===== src/rtl/retire_trace_buf_if.sv =====
// Retire/trace bundle between write-back, retire_trace_buf and the co-sim checker.
// trc_cycle_o exists only when RETIRE_TRACE_TIMESTAMP_EN is defined.
interface retire_trace_buf_if #(
  parameter int CNT_W = 32
);
  logic             ret_valid_i;
  logic [31:0]      ret_pc_i;
  logic [31:0]      ret_instr_i;
  logic             ret_is_r_i;
  logic             ret_is_i_i;
  logic [4:0]       ret_dest_i;
  logic [31:0]      ret_dest_val_i;
  logic [31:0]      ret_v0_i;
  logic             trc_ready_i;
  logic             trc_valid_o;
  logic [31:0]      trc_pc_o;
  logic [31:0]      trc_instr_o;
  logic [31:0]      trc_dest_val_o;
  logic [4:0]       trc_dest_o;
  logic [1:0]       trc_type_o;
  logic             stall_o;
  logic             overflow_o;
  logic             type_err_o;
  logic             eos_o;
  logic [CNT_W-1:0] retire_cnt_o;
`ifdef RETIRE_TRACE_TIMESTAMP_EN
  logic [31:0]      trc_cycle_o;
`endif

  modport slave (
    input  ret_valid_i, ret_pc_i, ret_instr_i, ret_is_r_i, ret_is_i_i,
           ret_dest_i, ret_dest_val_i, ret_v0_i, trc_ready_i,
    output trc_valid_o, trc_pc_o, trc_instr_o, trc_dest_val_o, trc_dest_o,
           trc_type_o, stall_o, overflow_o, type_err_o, eos_o, retire_cnt_o
`ifdef RETIRE_TRACE_TIMESTAMP_EN
         , trc_cycle_o
`endif
  );

  modport master (
    output ret_valid_i, ret_pc_i, ret_instr_i, ret_is_r_i, ret_is_i_i,
           ret_dest_i, ret_dest_val_i, ret_v0_i, trc_ready_i,
    input  trc_valid_o, trc_pc_o, trc_instr_o, trc_dest_val_o, trc_dest_o,
           trc_type_o, stall_o, overflow_o, type_err_o, eos_o, retire_cnt_o
`ifdef RETIRE_TRACE_TIMESTAMP_EN
         , trc_cycle_o
`endif
  );
endinterface


===== src/rtl/retire_trace_buf.sv =====
// Retired-instruction trace FIFO with back-pressure, overflow/type flags and exit-syscall EOS.
// Optional RETIRE_TRACE_TIMESTAMP_EN adds a captured cycle stamp per entry (trc_cycle_o).
module retire_trace_buf #(
  parameter int DEPTH = 8,
  parameter int CNT_W = 32
) (
  input logic              clk,
  input logic              reset,
  retire_trace_buf_if.slave bus
);
  localparam int               PTR_W      = $clog2(DEPTH);
  localparam logic [PTR_W:0]   FULL_CNT   = (PTR_W+1)'(DEPTH);
  localparam logic [PTR_W:0]   STALL_CNT  = (PTR_W+1)'(DEPTH-2);
  localparam logic [31:0]      EXIT_INSTR = 32'h0000000c;
  localparam logic [31:0]      EXIT_V0    = 32'h0000000a;

  typedef struct packed {
    logic [31:0] pc;
    logic [31:0] instr;
    logic [1:0]  typ;
    logic [4:0]  dest;
    logic [31:0] val;
`ifdef RETIRE_TRACE_TIMESTAMP_EN
    logic [31:0] cyc;
`endif
  } entry_t;

  typedef enum logic [1:0] {RUN, DRAIN, DONE} state_t;

  function automatic logic [CNT_W-1:0] sat_inc(input logic [CNT_W-1:0] v);
    return (&v) ? v : v + CNT_W'(1);
  endfunction

  entry_t           mem [DEPTH];
  entry_t           entry_in;
  entry_t           head;
  logic [PTR_W-1:0] rptr, wptr;
  logic [PTR_W:0]   count, count_next;
  state_t           state, state_next;
  logic             full, empty, pop, push, drop, is_exit, bad_type, eos;
  logic             stall, overflow, type_err;
  logic [CNT_W-1:0] retire_cnt;
`ifdef RETIRE_TRACE_TIMESTAMP_EN
  logic [31:0]      cyc_cnt;
`endif

  always_comb begin
    full     = (count == FULL_CNT);
    empty    = (count == '0);
    pop      = !empty && bus.trc_ready_i;
    // A full FIFO still accepts when the head leaves in the same cycle.
    push     = bus.ret_valid_i && (state == RUN) && (!full || pop);
    drop     = bus.ret_valid_i && (state == RUN) && full && !pop;
    is_exit  = push && (bus.ret_instr_i == EXIT_INSTR) && (bus.ret_v0_i == EXIT_V0);
    bad_type = push && (bus.ret_is_i_i == bus.ret_is_r_i);
    count_next = count;
    case ({push, pop})
      2'b10:   count_next = count + (PTR_W+1)'(1);
      2'b01:   count_next = count - (PTR_W+1)'(1);
      default: count_next = count;
    endcase
  end

  always_comb begin
    entry_in.pc    = bus.ret_pc_i;
    entry_in.instr = bus.ret_instr_i;
    entry_in.typ   = {bus.ret_is_i_i, bus.ret_is_r_i};
    entry_in.dest  = bus.ret_dest_i;
    entry_in.val   = bus.ret_dest_val_i;
`ifdef RETIRE_TRACE_TIMESTAMP_EN
    entry_in.cyc   = cyc_cnt;
`endif
  end

  always_comb begin
    state_next = state;
    eos        = 1'b0;
    case (state)
      RUN:     if (is_exit) state_next = DRAIN;
      DRAIN:   if (count_next == '0) state_next = DONE;
      DONE: begin
        state_next = DONE;
        eos        = 1'b1;
      end
      default: state_next = RUN;
    endcase
  end

  always_ff @(posedge clk) begin
    if (!reset) begin
      state <= RUN;
    end else begin
      state <= state_next;
    end
  end

  always_ff @(posedge clk) begin
    if (!reset) begin
      rptr       <= '0;
      wptr       <= '0;
      count      <= '0;
      stall      <= 1'b0;
      overflow   <= 1'b0;
      type_err   <= 1'b0;
      retire_cnt <= '0;
    end else begin
      if (push) begin
        wptr       <= wptr + PTR_W'(1);
        retire_cnt <= sat_inc(retire_cnt);
      end
      if (pop) rptr <= rptr + PTR_W'(1);
      count <= count_next;
      stall <= (count_next >= STALL_CNT);
      if (drop)     overflow <= 1'b1;
      if (bad_type) type_err <= 1'b1;
    end
  end

`ifdef RETIRE_TRACE_TIMESTAMP_EN
  always_ff @(posedge clk) begin
    if (!reset) cyc_cnt <= '0;
    else        cyc_cnt <= cyc_cnt + 32'd1;
  end
`endif

  // Storage is not reset; the head is forced to zero whenever the FIFO is empty.
  always_ff @(posedge clk) begin
    if (push) mem[wptr] <= entry_in;
  end

  assign head = empty ? '0 : mem[rptr];

  assign bus.trc_valid_o    = !empty;
  assign bus.trc_pc_o       = head.pc;
  assign bus.trc_instr_o    = head.instr;
  assign bus.trc_dest_val_o = head.val;
  assign bus.trc_dest_o     = head.dest;
  assign bus.trc_type_o     = head.typ;
  assign bus.stall_o        = stall;
  assign bus.overflow_o     = overflow;
  assign bus.type_err_o     = type_err;
  assign bus.eos_o          = eos;
  assign bus.retire_cnt_o   = retire_cnt;
`ifdef RETIRE_TRACE_TIMESTAMP_EN
  assign bus.trc_cycle_o    = head.cyc;
`endif
endmodule


===== src/flat_wrapper.sv =====
// flat-port wrapper written by rule: the top's interface ports become plain ports
module retire_trace_buf_flat 
#(
  parameter int DEPTH = 8,
  parameter int CNT_W = 32
)
  (clk, reset, bus_ret_valid_i, bus_ret_pc_i, bus_ret_instr_i, bus_ret_is_r_i, bus_ret_is_i_i, bus_ret_dest_i, bus_ret_dest_val_i, bus_ret_v0_i, bus_trc_ready_i, bus_trc_valid_o, bus_trc_pc_o, bus_trc_instr_o, bus_trc_dest_val_o, bus_trc_dest_o, bus_trc_type_o, bus_stall_o, bus_overflow_o, bus_type_err_o, bus_eos_o, bus_retire_cnt_o);
  retire_trace_buf_if #(.CNT_W(CNT_W)) bus_i ();
  input logic clk;
  input logic reset;
  input wire logic [$bits(bus_i.ret_valid_i)-1:0] bus_ret_valid_i;
  input wire logic [$bits(bus_i.ret_pc_i)-1:0] bus_ret_pc_i;
  input wire logic [$bits(bus_i.ret_instr_i)-1:0] bus_ret_instr_i;
  input wire logic [$bits(bus_i.ret_is_r_i)-1:0] bus_ret_is_r_i;
  input wire logic [$bits(bus_i.ret_is_i_i)-1:0] bus_ret_is_i_i;
  input wire logic [$bits(bus_i.ret_dest_i)-1:0] bus_ret_dest_i;
  input wire logic [$bits(bus_i.ret_dest_val_i)-1:0] bus_ret_dest_val_i;
  input wire logic [$bits(bus_i.ret_v0_i)-1:0] bus_ret_v0_i;
  input wire logic [$bits(bus_i.trc_ready_i)-1:0] bus_trc_ready_i;
  output wire logic [$bits(bus_i.trc_valid_o)-1:0] bus_trc_valid_o;
  output wire logic [$bits(bus_i.trc_pc_o)-1:0] bus_trc_pc_o;
  output wire logic [$bits(bus_i.trc_instr_o)-1:0] bus_trc_instr_o;
  output wire logic [$bits(bus_i.trc_dest_val_o)-1:0] bus_trc_dest_val_o;
  output wire logic [$bits(bus_i.trc_dest_o)-1:0] bus_trc_dest_o;
  output wire logic [$bits(bus_i.trc_type_o)-1:0] bus_trc_type_o;
  output wire logic [$bits(bus_i.stall_o)-1:0] bus_stall_o;
  output wire logic [$bits(bus_i.overflow_o)-1:0] bus_overflow_o;
  output wire logic [$bits(bus_i.type_err_o)-1:0] bus_type_err_o;
  output wire logic [$bits(bus_i.eos_o)-1:0] bus_eos_o;
  output wire logic [$bits(bus_i.retire_cnt_o)-1:0] bus_retire_cnt_o;
  assign bus_i.ret_valid_i = bus_ret_valid_i;
  assign bus_i.ret_pc_i = bus_ret_pc_i;
  assign bus_i.ret_instr_i = bus_ret_instr_i;
  assign bus_i.ret_is_r_i = bus_ret_is_r_i;
  assign bus_i.ret_is_i_i = bus_ret_is_i_i;
  assign bus_i.ret_dest_i = bus_ret_dest_i;
  assign bus_i.ret_dest_val_i = bus_ret_dest_val_i;
  assign bus_i.ret_v0_i = bus_ret_v0_i;
  assign bus_i.trc_ready_i = bus_trc_ready_i;
  assign bus_trc_valid_o = bus_i.trc_valid_o;
  assign bus_trc_pc_o = bus_i.trc_pc_o;
  assign bus_trc_instr_o = bus_i.trc_instr_o;
  assign bus_trc_dest_val_o = bus_i.trc_dest_val_o;
  assign bus_trc_dest_o = bus_i.trc_dest_o;
  assign bus_trc_type_o = bus_i.trc_type_o;
  assign bus_stall_o = bus_i.stall_o;
  assign bus_overflow_o = bus_i.overflow_o;
  assign bus_type_err_o = bus_i.type_err_o;
  assign bus_eos_o = bus_i.eos_o;
  assign bus_retire_cnt_o = bus_i.retire_cnt_o;
  retire_trace_buf #(.DEPTH(DEPTH), .CNT_W(CNT_W)) u_core (.clk(clk), .reset(reset), .bus(bus_i));
endmodule

===== config.mk =====
export PLATFORM = sky130hd
export DESIGN_NAME = retire_trace_buf_flat
export DESIGN_NICKNAME = d
export VERILOG_FILES = /design/src/rtl/retire_trace_buf_if.sv /design/src/rtl/retire_trace_buf.sv /design/src/flat_wrapper.sv
export SDC_FILE = /design/constraint.sdc
export NUM_CORES = 1
export LEC_CHECK = 0
export ABC_CLOCK_PERIOD_IN_PS = 20800
export CORE_UTILIZATION = 33
export DETAILED_ROUTE_END_ITERATION = 16
export HOLD_SLACK_MARGIN = 0.08
export PLACE_DENSITY = 0.59
export SYNTH_ARGS = -nofsm -noshare
export SYNTH_HDL_FRONTEND = slang
export SYNTH_SLANG_ARGS = --single-unit

===== constraint.sdc =====
create_clock -name clk -period 20.8 [get_ports clk]
set_clock_uncertainty 0.15 [all_clocks]
set_input_delay 5.2 -clock clk [delete_from_list [all_inputs] [get_ports clk]]
set_output_delay 5.2 -clock clk [all_outputs]
set_load 0.02 [all_outputs]

==> impl_metrics.yaml, run 1 <==
run_status:
  outcome: "finished, violations left"
  violations: "DRC"
finish:
  layout.nets: 2094
  fin_area_mm2: 0.04136
  drive_gt1_share_pct: 20.05
  final_common_cell: "edfxtp_1"
  utilization_pct: 40.65
  antenna_cells: 0
  area_growth_syn_to_layout_pct: 22.18
  final_cell_mix: "edfxtp_1 (824), clkdlybuf4s50_1 (278), mux4_2 (206), nor2_1 (109), mux2i_1 (108)"
yosys:
  ys_seq_elements: 874
  synthArstFlopShare_pct: 0
  syn_inst: 1613
  synth_top_family_by_area: "multiplexers"
  synth_warnings: 0
  syn_avg_cell_area_um2: 20.99
  synth_xor_area_share_pct: 0.8020
  syn_area_mm2: 0.03385
  synth-compound-area-share_pct: 0.7946
  yosys.area_share.simple_pct: 4.162
  synthAdderAreaFrac_pct: 0.2957
  syn-num-nets: 1760
  synth_cell_types: 54
  synth-edff-count: 824
  yosysSeqAreaShare_pct: 76.05
  muxShareOfSynthArea_pct: 16.90
  ys.flop_type: "edfxtp_1"
sta:
  min_period_ns: 9.880
  worst_pin_slew_ns: 1.195
  min_period_over_period_pct: 47.50
  drv_slew: 0
  tns_ns: 0
  setup_viol: 0
  hold_viol_final: 0
  rsz0062_at_grt: "false"
  slew_headroom_pct: 20.33
  fmax_ghz: 0.1012
clocking:
  cts-root-buf: "clkbuf_16"
  clock-sinks: 874
  ctsLongestPathBuffers: 3
  cts_tree: "yes"
  insertion_delay_ns: 0.66
  cts_buffers: 94
  clk_pin_slew_ns: 0.06
  cts_resized: 0
  cts_setup_buffers: 0
  h-tree-depth: 3
  hold_buffers: 0
die:
  top_level_ports: 279
  die_area_mm2: 0.1039
  die_w_um: 322.3
  die_h_um: 322.3
  coreArea_mm2: 0.1017
  start_util_pct: 33.27
  row_count: 117
route:
  wl_per_cell_um: 23.49
  drc: 2
  num_vias: 16734
  via_per_inst: 4.946
  ant_nets: 0
  firstDrtPassIters: 10
  drtIter0Drc: 1096
  wl_um: 79460
worst_setup_path:
  slowest_delay_ns: 0.95
  crit_arrival_ns: 4.53
  cp_num_buf_inv: 3
  end_kind: "output pin"
  cpMostUsedCell: "buf_4"
  worstSetupPathType: "reg -> out"
  critPathLaunchType: "flip-flop"
  path_delay_family: "buffers and inverters"
  path_cells: "buf_4, buf_4, mux4_2, mux2i_1, nor2_1, clkdlybuf4s50_1"
  worstPathMaxFanout: 55
  required_ns: 15.45
  slowest_stage: "buf_4"
pwr:
  power.leakage_nw: 12.62
  p_per_area_mw_per_mm2: 114.1
  peakVddDrop_v: 0.00006704
placement:
  placed_area_mm2: 0.03837
  dp_hpwl_um: 45090
  port_buffers: 278
  place_congestion: 0.7026
run:
  maxCapViolations: 0
global_routing:
  globalRouteOverflowTotal: 0
  antenna_found_initial: 11
  grt_pass1_wl_um: 116900
  grt_pass1_vias: 17985
  grt_max_degree: 78
  gr-usage-all-layers_pct: 15.36
worst_hold_path:
  hold_path_class: "reg -> reg"
==> path summary, 6_finish.rpt <==
check / depth (start not counted) / startpoint / endpoint / slack (ns)
setup reg to reg: 8 / u_core.state[0] / u_core.mem[2][87] / 17.10
hold / removal: 1 / u_core.bus.overflow_o / u_core.bus.overflow_o / 0.32
setup / recovery: 6 / flip-flop / bus_trc_instr_o[27] / 10.92
hold reg to reg: 1 / u_core.bus.overflow_o / u_core.bus.overflow_o / 0.32
==> report_power, final <==
group          internal, mW  switching [mW]  total (mW)
logic                 0.511           0.574        1.09
clock network         0.952           0.675        1.63
registers              1.97          0.0355        2.01
==> routing by layer <==
layer	part of all wire, %	global-route usage, %
met1	42	19.71
met2	51	26.17
met3	5.5	3.359
met4	1.8	4.254
met5	0.16	0
==> sequential cells by signal, summed over array words and instances (netlist names), 2 cells and up, named ones only <==
signal / flops
u_core.count: 4
u_core.mem: 824
u_core.wptr: 3
u_core.state: 2
u_core.bus.retire_cnt_o: 32
u_core.rptr: 3
==> metrics by stage <==
step	std cells	total power [mW]	hold WS, ns	worst slack, ns
finish	3383	4.720	0.3157	10.92
global route	3383	4.912	0.3397	10.49
CTS	3383	4.801	0.3227	10.67
detailed placement	3219	3.160	0.3074	11.38
global placement	3219	3.152	0.3022	11.43
floorplan	1613	2.713	0.3015	3.403
==> cell families after synthesis <==
group           count (synthesis)
compound gates                 35
xor+xnor                       31
fa+ha+maj                       8
buf+inv                        85
flops                         874
mux                           314
simple gates                  266
==> cells in the mapped netlist (all sizes together), types with 12 or more instances <==
cell type	count	share of area, %
mux2i	108	3.2
and2	30	0.55
clkbuf	44	0.49
edfxtp	824	73
mux4	206	14
o21ai	13	0.19
dfxtp	50	3.0
nor4	20	0.45
nor2	111	1.3
nand2	24	0.27
buf	33	0.43
xnor2	19	0.49
nand4	16	0.33
xor2	12	0.31
==> layout make-up <==
cell class / instances / area (um^2)
flip-flops and latches: 874 / 25760
clock buffers: 111 / 2490
fillers: 8990 / 60380
inverters: 8 / 30.03
repair buffers: 315 / 3060
multi-input cells: 654 / 7816
clock inverters: 53 / 498.0
well taps: 1368 / 1712
Note: power is estimated with default switching activity, not from simulation.
==> run 2: changes to the inputs <==
--- a/config.mk
+++ b/config.mk
@@ -5,7 +5,7 @@
 export SDC_FILE = /design/constraint.sdc
 export NUM_CORES = 1
 export LEC_CHECK = 0
-export ABC_CLOCK_PERIOD_IN_PS = 20800
+export ABC_CLOCK_PERIOD_IN_PS = 9850
 export CORE_UTILIZATION = 33
 export DETAILED_ROUTE_END_ITERATION = 16
 export HOLD_SLACK_MARGIN = 0.08
==> constraint.sdc (replaced) <==
create_clock -name clk -period 9.85 [get_ports clk]
set_clock_uncertainty 0.15 [all_clocks]
set_input_delay 2.4625 -clock clk [delete_from_list [all_inputs] [get_ports clk]]
set_output_delay 2.4625 -clock clk [all_outputs]
set_load 0.02 [all_outputs]
==> impl_metrics.yaml, run 2 (synthesis gave the netlist of run 1 again) <==
run_status:
  outcome: "complete, no violations"
global_routing:
  gr-usage-all-layers_pct: 14.96
  grt_pass1_wl_um: 114700
  grt_max_degree: 125
  grt_pass1_vias: 18013
  antenna_found_initial: 14
  globalRouteOverflowTotal: 0
clocking:
  clk_pin_slew_ns: 0.06
  hold_buffers: 0
  insertion_delay_ns: 0.65
  ctsLongestPathBuffers: 3
  h-tree-depth: 3
  clock-sinks: 874
  cts_buffers: 93
  cts_resized: 0
  cts_setup_buffers: 0
  cts-root-buf: "clkbuf_16"
  cts_tree: "yes"
sta:
  worst_pin_slew_ns: 1.106
  min_period_ns: 6.604
  slew_headroom_pct: 26.28
  drv_slew: 0
  timing.hold.ws_ns: 0.3173
  hold_viol_final: 0
  setup_viol: 0
  rsz0062_at_grt: "false"
  fmax_ghz: 0.1514
  tns_ns: 0
  min_period_over_period_pct: 67.05
route:
  wl_per_cell_um: 22.83
  drc: 0
  firstDrtPassIters: 7
  num_vias: 16678
  ant_nets: 0
  via_per_inst: 4.923
  wl_um: 77360
  drtIter0Drc: 1017
placement:
  place_congestion: 0.7091
  port_buffers: 278
  dp_hpwl_um: 42740
finish:
  layout.nets: 2090
  final_cell_mix: "edfxtp_1 (824), clkdlybuf4s50_1 (278), mux4_2 (206), nor2_1 (109), mux2i_1 (108)"
  largest_reg_flops: 824
  drive_gt1_share_pct: 19.68
  utilization_pct: 40.67
  area_growth_syn_to_layout_pct: 22.22
  top_register: "u_core.mem"
  final_common_cell: "edfxtp_1"
die:
  start_util_pct: 33.27
  die_w_um: 322.3
  top_level_ports: 279
  die_area_mm2: 0.1039
  die_h_um: 322.3
  row_count: 117
  coreArea_mm2: 0.1017
worst_setup_path:
  end_kind: "output pin"
  crit_arrival_ns: 3.99
  worstPathMaxFanout: 124
  worstSetupPathType: "reg -> out"
  critPathLaunchType: "flip-flop"
  required_ns: 7.24
worst_hold_path:
  hold_path_class: "reg -> reg"
pwr:
  power_mw: 9.936
  peakVddDrop_v: 0.0001763
  p_per_area_mw_per_mm2: 240.1
  power.leakage_nw: 12.60
run:
  maxCapViolations: 0
run 2: changes by cell type in the layout (fill, tap and decap cells not counted), moves of 2 or more:
| cell | change |
|---|---|
| clkbuf_1 | +8 |
| clkinv_4 | -2 |
| diode_2 | +3 |
| buf_4 | -6 |
| clkinv_2 | +2 |
| buf_12 | +3 |
| inv_6 | -3 |
run 2: worst paths after layout:
path	start	end	slack, ns	cells after the start
worst max-delay path	flip-flop	bus_trc_dest_val_o[9]	3.25	5
worst min-delay path	u_core.bus.overflow_o	u_core.bus.overflow_o	0.32	1
worst max register to register	u_core.state[0]	u_core.mem[5][80]	6.25	7
worst min register to register	u_core.bus.overflow_o	u_core.bus.overflow_o	0.32	1
run 2: layer usage:
layer | vias to the layer above | global-route usage (%) | part of all wire (%)
met1 | 8826 | 18.58 | 41
met3 | 129 | 3.541 | 5.4
met5 | - | 0 | 0.14
met4 | 18 | 4.349 | 2.1
met2 | 403 | 25.91 | 51
li1 | 7302 | - | -
run 2: power by group:
part | switching, mW | internal [mW] | leakage [nW] | total (mW)
clock | 1.40 | 2.01 | 1.45 | 3.41
sequential | 0.0611 | 4.16 | 7.89 | 4.23
combinational | 1.21 | 1.09 | 3.26 | 2.30
total | 2.68 | 7.26 | 12.6 | 9.94
run 2: area by class of cell:
| class | instances | area [um^2] |
|---|---|---|
| Clock buffer | 118 | 2506 |
| Fill cell | 9001 | 60360 |
| Clock inverter | 51 | 467.9 |
| Sequential cell | 874 | 25760 |
| Inverter | 8 | 30.03 |
| Tap cell | 1368 | 1712 |
| Multi-Input combinational cell | 654 | 7823 |
| Antenna cell | 3 | 7.507 |
| Timing Repair Buffer | 312 | 3075 |
run 2: per-stage QoR:
stage / setup slack [ns] / cells / area (um^2)
after floorplan: -4.809 / 1613 / 33860
after global placement: 3.825 / 3216 / 38400
after detailed placement: 3.750 / 3216 / 38400
after CTS: 3.132 / 3385 / 41370
after global routing: 3.104 / 3387 / 41370
final: 3.246 / 3388 / 41380
run 2: critical path, stage by stage, from the launching register on:
cell	delay, ns
dfxtp_4	0.98
buf_12	0.49
mux4_2	0.46
mux2i_1	0.30
nor2_1	0.08
clkdlybuf4s50_1	0.57
==> run 3: changes to the inputs <==
--- a/config.mk
+++ b/config.mk
@@ -5,11 +5,11 @@
 export SDC_FILE = /design/constraint.sdc
 export NUM_CORES = 1
 export LEC_CHECK = 0
-export ABC_CLOCK_PERIOD_IN_PS = 9850
+export ABC_CLOCK_PERIOD_IN_PS = 5800
 export CORE_UTILIZATION = 33
 export DETAILED_ROUTE_END_ITERATION = 16
 export HOLD_SLACK_MARGIN = 0.08
-export PLACE_DENSITY = 0.59
+export PLACE_DENSITY = 0.61
 export SYNTH_ARGS = -nofsm -noshare
 export SYNTH_HDL_FRONTEND = slang
 export SYNTH_SLANG_ARGS = --single-unit
==> constraint.sdc (replaced) <==
create_clock -name clk -period 5.8 [get_ports clk]
set_clock_uncertainty 0.15 [all_clocks]
set_input_delay 1.45 -clock clk [delete_from_list [all_inputs] [get_ports clk]]
set_output_delay 1.45 -clock clk [all_outputs]
set_load 0.02 [all_outputs]
==> impl_metrics.yaml, run 3 (synthesis gave the netlist of run 1 again) <==
finish:
  register_area_mm2: 0.02576
  layout.nets: 2089
  n_fill_cell: 8955
  utilization_pct: 40.96
  final_common_cell: "edfxtp_1"
  final_cell_mix: "edfxtp_1 (824), clkdlybuf4s50_1 (278), mux4_2 (206), nor2_1 (109), mux2i_1 (108)"
  top_register: "u_core.mem"
  fin_area_mm2: 0.04167
  largest_reg_flops: 824
  area_growth_syn_to_layout_pct: 23.10
  fin_cells: 3388
  drive_gt1_share_pct: 20.16
  multi_input_area_mm2: 0.007888
route:
  firstDrtPassIters: 5
  ant_nets: 0
  drtIter0Drc: 1350
  drc: 0
  num_vias: 16581
  via_per_inst: 4.894
  wl_per_cell_um: 22.92
  wl_um: 77660
placement:
  dp_hpwl_um: 42390
  placed_area_mm2: 0.03865
  port_buffers: 278
  pre_cts_ws_ns: 1.040
  place_inst: 3213
  place_congestion: 0.7370
clocking:
  cts_buffers: 95
  cts_tree: "yes"
  cts-root-buf: "clkbuf_16"
  clock-sinks: 874
  insertion_delay_ns: 0.67
  clk_pin_slew_ns: 0.06
  cts_setup_buffers: 0
  cts_resized: 0
  h-tree-depth: 3
  ctsLongestPathBuffers: 3
  hold_buffers: 0
die:
  die_area_mm2: 0.1039
  start_util_pct: 33.27
  coreArea_mm2: 0.1017
  die_h_um: 322.3
  die_w_um: 322.3
  top_level_ports: 279
  row_count: 117
worst_setup_path:
  crit_arrival_ns: 3.47
  reg2reg_to: "u_core.state[0]"
  required_ns: 4.20
  crit-reg2reg-launch: "u_core.count[1]"
  critPathCapture: "bus_trc_dest_o[2]"
  critPathLaunchType: "flip-flop"
  worstPathMaxFanout: 55
  reg2reg_slack_ns: 2.50
  worstSetupPathType: "reg -> out"
  rr_worst_depth: 12
  end_kind: "output pin"
worst_hold_path:
  holdCritStartpoint: "u_core.bus.overflow_o"
  worstHoldPathCells: 1
  hold_path_class: "reg -> reg"
run:
  maxCapViolations: 0
global_routing:
  grt_pass1_vias: 17839
  gr-usage-all-layers_pct: 14.92
  globalRouteOverflowTotal: 0
  grt_pass1_wl_um: 114300
  grt_max_degree: 105
  antenna_found_initial: 16
pwr:
  power.leakage_nw: 12.65
  power_mw: 16.97
  peakVddDrop_v: 0.0003932
  p_per_area_mw_per_mm2: 407.2
sta:
  drv_slew: 0
  tns_ns: 0
  min_period_over_period_pct: 87.33
  hold_viol_final: 0
  fmax_ghz: 0.1974
  min_period_ns: 5.065
  timing.hold.ws_ns: 0.3253
  setup_slack_ns: 0.7349
  slew_headroom_pct: 36.45
  rsz0062_at_grt: "false"
  setup_viol: 0
  worst_pin_slew_ns: 0.9446
run_status:
  outcome: "complete, no violations"
==> run 3: cell types whose count changed in the layout (fill, tap and decap cells not counted), sizes merged <==
cell / before / now
bufinv: 8 / 6
buf: 34 / 31
clkinv: 36 / 39
clkinvlp: 4 / 9
inv: 11 / 13
diode: 3 / 1
clkbuf: 118 / 115
==> run 3: cell type report <==
class / instances / share of cell area (%)
Tap cell: 1368 / 4.107
Clock inverter: 59 / 1.363
Timing Repair Buffer: 309 / 7.836
Antenna cell: 1 / 0.006005
Inverter: 8 / 0.07206
Clock buffer: 115 / 5.885
Sequential cell: 874 / 61.80
Multi-Input combinational cell: 654 / 18.93
==> run 3: worst min path at each step <==
stage	endpoint	slack, ns
final	u_core.bus.overflow_o	0.33
after global routing	u_core.state[0]	0.36
after CTS	u_core.bus.overflow_o	0.33
after detailed placement	u_core.bus.overflow_o	0.32
after global placement	u_core.bus.overflow_o	0.31
after floorplan	u_core.state[1]	0.30
==> run 3: report_power, final <==
| part | total (mW) | switching (mW) | internal (mW) |
|---|---|---|---|
| Sequential | 7.18 | 0.104 | 7.07 |
| Clock | 5.80 | 2.49 | 3.31 |
| Combinational | 4.00 | 2.13 | 1.87 |
==> run 3: layer usage <==
layer | global-route usage [%] | vias to the layer above | wire [um]
met1 | 19.37 | 8703 | 33130
met2 | 23.98 | 424 | 37090
met3 | 4.722 | 127 | 5781
li1 | - | 7301 | -
met5 | 0 | - | 171
met4 | 4.296 | 26 | 1496
==> run 3: critical path, stage by stage (launching register included) <==
cell and delay, ns:
dfxtp_4 0.71, buf_12 0.45, mux4_2 0.60, mux2i_1 0.24, nor2_1 0.08, clkdlybuf4s50_1 0.61
